**config.mk**
```make
export PLATFORM = sky130hd
export DESIGN_NAME = debouncer_array
export DESIGN_NICKNAME = d
export VERILOG_FILES = /design/src/rtl/debouncer_array.sv
export SDC_FILE = /design/constraint.sdc
export NUM_CORES = 1
export LEC_CHECK = 0
export BUFFER_PORTS_ARGS = -buffer_cell sky130_fd_sc_hd__buf_4
export CAP_MARGIN = 20
export CORE_ASPECT_RATIO = 1.5
export CORE_MARGIN = 8
export CORE_UTILIZATION = 38
export DETAILED_ROUTE_END_ITERATION = 8
export SYNTH_ARGS = -nofsm -noshare
export SYNTH_HDL_FRONTEND = slang
export SYNTH_SLANG_ARGS = --single-unit
```
**constraint.sdc**
```tcl
create_clock -name clk -period 4.83 [get_ports clk]
set_clock_uncertainty 0.05 [all_clocks]
set_input_delay 0.966 -clock clk [delete_from_list [all_inputs] [get_ports clk]]
set_output_delay 0.966 -clock clk [all_outputs]
set_load 0.005 [all_outputs]
```
**src/rtl/debouncer_array.sv**
```systemverilog
`default_nettype none
// ============================================================================
//  Module      : debouncer_array
//  Description : N-channel debouncer with programmable filter length; clean
//                level plus single-cycle rise/fall pulses per channel.
//  Revision    : 1.0 - initial release
// ============================================================================

module debouncer_array #(
  parameter int           N      = 4,
  parameter int           CW     = 16,
  parameter int           SYNCS  = 2,
  parameter logic [N-1:0] RSTVAL = '0
) (
  input  logic          clk,
  input  logic          reset,
  input  logic [N-1:0]  noisy_in,
  input  logic [CW-1:0] thresh,
  input  logic          en,
  output logic [N-1:0]  clean_out,
  output logic [N-1:0]  rise,
  output logic [N-1:0]  fall,
  output logic          any_event
);

  localparam logic [CW-1:0] c_one = CW'(1);

  logic [N-1:0]  r_sync [SYNCS];
  logic [N-1:0]  w_s;
  logic [CW-1:0] w_lim;

  // Synchroniser keeps running regardless of en so the input view stays fresh.
  always_ff @(posedge clk) begin
    if (reset) begin
      for (int k = 0; k < SYNCS; k++) r_sync[k] <= RSTVAL;
    end else begin
      r_sync[0] <= noisy_in;
      for (int k = 1; k < SYNCS; k++) r_sync[k] <= r_sync[k-1];
    end
  end

  assign w_s   = r_sync[SYNCS-1];
  // Threshold of 0 behaves as 1, so the limit T-1 bottoms out at 0.
  assign w_lim = (thresh == '0) ? '0 : (thresh - c_one);

  for (genvar i = 0; i < N; i++) begin : g_ch
    logic [CW-1:0] r_cnt;
    logic          r_clean;
    logic          r_rise;
    logic          r_fall;

    always_ff @(posedge clk) begin
      if (reset) begin
        r_cnt   <= '0;
        r_clean <= RSTVAL[i];
        r_rise  <= 1'b0;
        r_fall  <= 1'b0;
      end else begin
        r_rise <= 1'b0;
        r_fall <= 1'b0;
        if (en) begin
          if (w_s[i] == r_clean) begin
            r_cnt <= '0;
          end else if (r_cnt >= w_lim) begin
            r_clean <= w_s[i];
            r_cnt   <= '0;
            r_rise  <= w_s[i];
            r_fall  <= ~w_s[i];
          end else begin
            r_cnt <= r_cnt + c_one;
          end
        end
      end
    end

    assign clean_out[i] = r_clean;
    assign rise[i]      = r_rise;
    assign fall[i]      = r_fall;
  end

  assign any_event = |(rise | fall);

endmodule

`default_nettype wire

```
Word level (Yosys, flattened, before mapping)
Memory sizes are Yosys's and may differ from the RTL's.
Index checks and enable logic that the tools add are counted.
Word-level totals
  input bits: 23
  logic and storage cells: 70
  register bits after elaboration: 76
  bits in read-only memories: 0
  output and inout bits: 13
  memories: 1
  bits in latches: 0
  bits in writable memories: 8
Operators by class
  shifts and indexed selects: 0
  $lt $le $gt $ge: 4
  $mul: 0
  $add $sub $neg: 5
  muxes and demuxes: 14
  divide/modulo/power cells: 0
  reductions and logical operators: 10
  equal/unequal tests: 4
  bitwise gates (word level): 16
Memories
  r_sync: words 2, bits a word 4, read ports 2, clocked after Yosys merged registers in 0, wr ports 2, RTL line 28  | logic [N-1:0] r_sync [SYNCS];
Operators with widths (number)
  16-bit two-way mux: 9
  16-bit by 1-bit adder with 16-bit output (second input constant): 4
  16-bit greater-or-equal comparator: 4
  4-bit OR reduction: 5
  16-bit zero test: 1
  16-bit by 1-bit subtractor with 16-bit output (second input constant): 1
  1-bit NOT: 13
  3-bit AND reduction: 4
  4-bit two-way mux: 2
  1-bit == test: 4
  4-bit bitwise OR: 1
  1-bit two-way mux: 3
  1-bit bitwise OR: 2

Longest topological paths before layout
Gate-level depths: netlist of the first run.
  word-level depth: 5
  gate-level depth with buffers: 17
  depth with buffers taken out: 15

Worst setup path before layout of the first run
OpenSTA, ideal clock, no wires.
  kind: in2reg
  start point: in thresh[0]
  end point: reg g_ch[1].r_cnt[6]
  arrival: 4.312 ns
  cell stages on the path: 16
  required time: 4.666 ns
  buffers on the path: 1
  setup time: 0.114 ns
  path slack: 0.354 ns
  cells stage by stage: inv_1 ha_1 or3b_1 or4_1 nor2b_1 nand2_1 xnor2_1 nand2_1 ha_1 nand4_2 or3_1 o311a_2 nand2_2 buf_6 o21ai_1 a21bo_1
On the way
  word-level cells in the longest chain between the ends: 5
  elaborated cells on any way between the ends: 6
  classes of those cells: add/sub (1); order compare (1); mux (3); reduce/logical (1)
Ends and longest elaborated chain
  start, declared: RTL line 18  | input logic [CW-1:0] thresh,
  16-bit by 1-bit subtractor with 16-bit output or 16-bit zero test (tied branches): RTL line 44  | assign w_lim = (thresh == '0) ? '0 : (thresh - c_one);
  16-bit two-way mux *: RTL line 44
  16-bit greater-or-equal comparator *: RTL line 64  | end else if (r_cnt >= w_lim) begin
  16-bit two-way mux *: RTL line 64
  16-bit two-way mux *: RTL line 62  | if (w_s[i] == r_clean) begin
  end signal, assigned: RTL line 70  | r_cnt <= r_cnt + c_one;
  end, declared: RTL line 47  | logic [CW-1:0] r_cnt;
Mark *: on every way between the ends. The rest lies on a longest branch, timed or not.
A chain may end at the register's enable or synchronous reset.

Worst setup path after layout of the first run
Same ends and word-level chain as after synthesis.

==> results of run 1 <==
## worst max-delay path, stage by stage
cell,delay (ns)
buf_4,0.13
inv_1,0.07
ha_1,0.17
or3b_1,0.36
or4_1,0.47
nor2b_1,0.25
nand2_1,0.10
xnor2_1,0.14
nand2_1,0.12
ha_1,0.35
and3_1,0.19
o21ai_0,0.22
o311a_2,0.28
nand2_2,0.18
or4_1,0.53
a21bo_1,0.18
## per-layer routing
metal	part of all wire, %	global-route usage [%]	up-vias
li1	-	-	2585
met1	40	18.5	2475
met2	50	29.6	122
met3	3.5	2.33	46
met4	6.2	12.5	0
met5	0	0	-
## final cells by class
cell class	count	area [sq um]
Sequential cell	84	1680
Inverter	18	67.6
Timing Repair Buffer	56	453
Multi-Input combinational cell	553	3740
Tap cell	199	249
Clock buffer	10	229
Fill cell	1515	8370
Clock inverter	6	72.6
## power by group through the flow
stage               combinational [mW]  sequential, mW  clock, mW
detailed placement               0.157           0.717          0
global route                     0.175           0.701      0.756
floorplan                       0.0894           0.715          0
CTS                              0.158           0.701      0.727
finish                           0.158           0.701      0.718
global placement                 0.153           0.717          0
## through the flow
stage | hold WS, ns | area, sq um | util [%]
after floorplan | 0.364 | 5690 | -
final | 0.395 | 6490 | 43.7
after CTS | 0.403 | 6470 | 43.6
after global placement | 0.367 | 6170 | 41.5
after global routing | 0.413 | 6490 | 43.7
after detailed placement | 0.386 | 6170 | 41.5
## synthesized netlist by cell type, drive strengths merged, types with 4 or more instances
cell | count | area [sq um]
nand2 | 90 | 340
dfxtp | 84 | 1680
ha | 70 | 876
o21ai | 50 | 250
a21oi | 44 | 220
nor2 | 32 | 120
nand3 | 28 | 140
a21o | 21 | 158
nor3 | 21 | 110
xor2 | 19 | 166
buf | 18 | 148
inv | 18 | 67.6
and3 | 17 | 106
a31oi | 15 | 93.8
clkbuf | 14 | 52.6
nor2b | 14 | 87.6
nand4 | 13 | 87.6
nor4 | 13 | 81.3
xnor2 | 13 | 114
nand2b | 10 | 77.6
or3 | 9 | 56.3
nor3b | 8 | 60.1
a22oi | 5 | 37.5
nor4b | 5 | 43.8
o21a | 5 | 37.5
o31ai | 5 | 37.5
a22o | 4 | 35.0
nand3b | 4 | 30.0
or2 | 4 | 25.0
or4 | 4 | 30.0
## flip-flops by register name, summed over array words and instances, names as in the netlist
name,flops
g_ch.r_clean,4
g_ch.r_cnt,64
r_sync,8
g_ch.r_rise,4
g_ch.r_fall,4
## cell families after synthesis
group	synth area share [%]
simple gates	25.0
compound gates	20.2
flops	29.6
fa+ha+maj	15.4
buf+inv	4.71
xor+xnor	4.93
mux	0.176
## path summary, 6_finish.rpt
check                   startpoint          endpoint  slack, ns  cells past startpoint
hold reg to reg       r_sync[0][0]      r_sync[0][4]       0.39                      1
setup reg to reg  g_ch[1].r_cnt[0]  g_ch[1].r_cnt[6]       2.27                      8
setup / recovery         thresh[0]  g_ch[1].r_cnt[6]       0.36                     16
hold / removal        r_sync[0][0]      r_sync[0][4]       0.39                      1
==> results_dict.tcl, run 1 <==
set metrics [dict create \
    finalCritPeriodShare_pct 92.6 \
    ys.flop_type "dfxtp_1" \
    grtUsageTotal_pct 17.2 \
    layout_common_cells "89 x nand2_1, 84 x dfxtp_1, 70 x ha_1" \
    drt.antenna.violating_nets 0 \
    synth_cell_types 61 \
    clkPwrFrac_pct 45.5 \
    finalMaxSlewViolations 0 \
    relSlewSlack_pct 35.4 \
    final_nets 815 \
    ys_warn_count 0 \
    syn_inst 687 \
    die_h_um 166 \
    outcome "finished, final reports clean" \
    wirelength_mm 16.1 \
    syn_nets 780 \
    cts_resized 0 \
    hold_violations 0 \
    rsz0062_at_grt "no" \
    gp_congestion 0.907 \
    hpwl_mm 12.5 \
    drc_errors 0 \
    cp.arrival_ns 4.72 \
    syn_avg_cell_area_sq_um 8.28 \
    ir_drop_mv 0.131 \
    cts_root_buf "clkbuf_16" \
    power.leakage_nw 2.82 \
    vias 5228 \
    drive_gt1_share_pct 11.3 \
    place_inst 909 \
    drtPass1Iterations 5 \
    p_sw_share_pct 26.0 \
    row_count 55 \
    power.density_nw_per_um2 243 \
    ys_seq_area_share_pct 29.6 \
    via_per_inst 5.65 \
    cts_buffers 9 \
    intPower_mw 1.17 \
    post_cts_buffers 0 \
    die_w_um 116 \
    timing.max_cap.violations 0 \
    p_comb_share_pct 10.0 \
    cts_tree "done" \
    grt_max_degree 29 \
    finalPower_mw 1.58 \
    fin_crit_ns 4.47 \
    hold_class "flip-flop to flip-flop" \
    path_clk_slew_ns 0.07 \
    htree_num_levels 3 \
    area.growth.synth_to_final_pct 14.1 \
    grt-ovfl-total 0 \
    clock-sinks 84 \
    start_util_pct 38.3 \
    clock_latency_ns 0.35 \
    worstPathRequired_ns 5.08 \
    port_buffers 35 \
    clockBufferDepth 2 \
    setup-violations-final 0 \
    core_sq_um 14900 \
    p_sw_uw 410 \
    finalSetupTns_ns 0 \
    tightest_slew_ns 0.965 \
    hold_buffers 0 \
    end_kind "flip-flop" \
    fp.dieArea_sq_um 19200 \
    wl_per_cell_um 17.3 \
    postLayoutSetupSlackWorst_ns 0.359 \
    place_ws_ns 0.0298 \
    synth_area_sq_um 5690 \
    synth-seq-cells 84 \
    final_common_cell "nand2_1" \
    drtIter0Drc 390 \
    max_freq_mhz 224 \
    instances_no_fill 926 \
    synth_edf_count 0 \
    async_flop_share_pct 0 \
    worst_setup_path_start_kind "input port" \
    diodes 0 \
    path_max_fanout 15 \
    worst-setup-path-type "input port to flip-flop" \
    antenna_found_initial 0 \
    grt_pass1_wl_mm 26.0 \
    power_frac_seq_pct 44.5 \
    ios 36 \
    first_global_vias 5285 \
]
No activity file was read; power rests on OpenSTA's default activity.
==> inputs of run 2 (changes only) <==
--- a/config.mk
+++ b/config.mk
@@ -7,10 +7,12 @@
 export LEC_CHECK = 0
 export BUFFER_PORTS_ARGS = -buffer_cell sky130_fd_sc_hd__buf_4
 export CAP_MARGIN = 20
-export CORE_ASPECT_RATIO = 1.5
+export CORE_ASPECT_RATIO = 0.75
 export CORE_MARGIN = 8
 export CORE_UTILIZATION = 38
 export DETAILED_ROUTE_END_ITERATION = 8
+export GPL_TIMING_DRIVEN = 0
+export REMOVE_ABC_BUFFERS = 1
 export SYNTH_ARGS = -nofsm -noshare
 export SYNTH_HDL_FRONTEND = slang
 export SYNTH_SLANG_ARGS = --single-unit
==> run 2 against run 1 <==
Against the previous run: non-clock buffer count fell by 14; combinational power decreased by 6%; global-route usage down 0.65 points; power is 2.2% lower; clock-buffer cell count stayed put; final cell count is 1.3% lower; sequential share of layout area up 0.26 points; die area is 0.21% lower; hold slack worse by 0.00072 ns; sequential power is essentially flat; critical endpoint is now g_ch[2].r_cnt[15].
==> results_dict.tcl, run 2 (same netlist as run 1, synthesis figures left out) <==
set metrics [dict create \
    regMostFlops "g_ch.r_cnt" \
    cts_tree "done" \
    finalHoldWorstSlack_ns 0.394 \
    die_w_um 157 \
    drc_errors 0 \
    vias 5145 \
    drive_gt1_share_pct 10.6 \
    grtUsageTotal_pct 16.5 \
    outcome "finished, final reports clean" \
    timing.max_cap.violations 0 \
    wirelength_mm 15.5 \
    diodes 0 \
    clock-sinks 84 \
    final_common_cell "nand2_1" \
    area.growth.synth_to_final_pct 13.0 \
    hold_class "flip-flop to flip-flop" \
    path_max_fanout 15 \
    hold_violations 0 \
    hold_depth 1 \
    grt-ovfl-total 0 \
    r2r_cells 8 \
    row_count 38 \
    ios 36 \
    via_per_inst 5.63 \
    fin_util_pct 44.2 \
    core_sq_um 14500 \
    gp_congestion 0.857 \
    cp.arrival_ns 4.81 \
    finalMaxSlewViolations 0 \
    clockBufferDepth 2 \
    nFillCells 1454 \
    ir_drop_mv 0.196 \
    p_sw_share_pct 24.6 \
    tightest_slew_ns 0.703 \
    final_nets 803 \
    path_clk_slew_ns 0.06 \
    max_freq_mhz 217 \
    fp.dieArea_sq_um 19200 \
    finalPower_mw 1.54 \
    worstPathRequired_ns 5.04 \
    p_sw_uw 379 \
    hpwl_mm 11.2 \
    power.density_nw_per_um2 240 \
    rsz0062_at_grt "no" \
    grt_pass1_wl_mm 25.2 \
    drtPass1Iterations 5 \
    finalSetupTns_ns 0 \
    fin_crit_ns 4.60 \
    layout_common_cells "87 x nand2_1, 84 x dfxtp_1, 69 x ha_1" \
    port_buffers 35 \
    cts_buffers 9 \
    relSlewSlack_pct 53.1 \
    intPower_mw 1.16 \
    power.leakage_nw 2.75 \
    drtIter0Drc 259 \
    wl_per_cell_um 17.0 \
    clock_latency_ns 0.35 \
    drt.antenna.violating_nets 0 \
    htree_num_levels 3 \
    setup-violations-final 0 \
    antenna_found_initial 0 \
    cts_root_buf "clkbuf_16" \
    grt_max_degree 29 \
    p_comb_share_pct 9.6 \
    power_frac_seq_pct 45.5 \
    top_regs "g_ch.r_cnt (64), r_sync (8)" \
    worst_setup_path_start_kind "input port" \
    largest_reg_flops 64 \
    start_util_pct 39.1 \
    instances_no_fill 914 \
    worst-setup-path-type "input port to flip-flop" \
    finalCritPeriodShare_pct 95.2 \
    die_h_um 122 \
    clkPwrFrac_pct 44.9 \
    first_global_vias 4886 \
    end_kind "flip-flop" \
    place_inst 892 \
]
run 2: worst paths after layout:
check / slack [ns] / endpoint / start
setup / recovery: 0.23 / g_ch[2].r_cnt[15] / thresh[7]
hold / removal: 0.39 / r_sync[0][6] / r_sync[0][2]
setup reg to reg: 1.94 / g_ch[0].r_cnt[12] / g_ch[0].r_cnt[0]
hold reg to reg: 0.39 / r_sync[0][6] / r_sync[0][2]
run 2: final cells by class:
class | instances | area [sq um] | share of cell area (%)
clock inverters | 5 | 52.6 | 0.818
inverters | 18 | 67.6 | 1.05
well taps | 200 | 250 | 3.89
repair buffers | 42 | 334 | 5.20
clock buffers | 10 | 239 | 3.72
multi-input cells | 555 | 3800 | 59.1
flip-flops and latches | 84 | 1680 | 26.2
run 2: per-layer routing:
layer,track usage (%),vias to the layer above,part of all wire (%)
met4,5.40,0,2.0
li1,-,2559,-
met2,26.6,108,45
met5,0,-,0
met3,4.03,24,5.1
met1,21.4,2454,47
run 2: what timing repair did:
| item | CTS | global route |
|---|---|---|
| setup endpoints to repair | 22 | 23 |
| hold buffers | 0 | 0 |
| gates cloned | 2 | 0 |
| buffers inserted | 0 | 4 |
| resized for setup | 3 | 6 |
| pin swaps | 2 | 2 |
run 2: worst max-delay path, cell delays in order:
cell,delay [ns]
buf_4,0.12
nor3_1,0.29
nand3b_1,0.11
nor4_1,0.34
nand2_1,0.40
nand2b_1,0.35
ha_1,0.29
nor2b_1,0.14
o211a_1,0.20
o311ai_1,0.49
nand4_1,0.39
or4_1,0.59
o211ai_1,0.10
run 2: per-stage QoR:
stage | cell area [sq um] | setup WS (ns)
floorplan | 5490 | 0.0856
global placement | 6000 | -0.759
detailed placement | 6030 | -0.672
CTS | 6340 | 0.0646
global route | 6420 | 0.00223
finish | 6420 | 0.230
run 2: power by group through the flow:
stage / Sequential, mW / Clock (mW) / Combinational (mW)
finish: 0.701 / 0.692 / 0.148
global route: 0.701 / 0.739 / 0.165
CTS: 0.701 / 0.712 / 0.143
detailed placement: 0.716 / 0 / 0.141
global placement: 0.716 / 0 / 0.135
floorplan: 0.715 / 0 / 0.0816
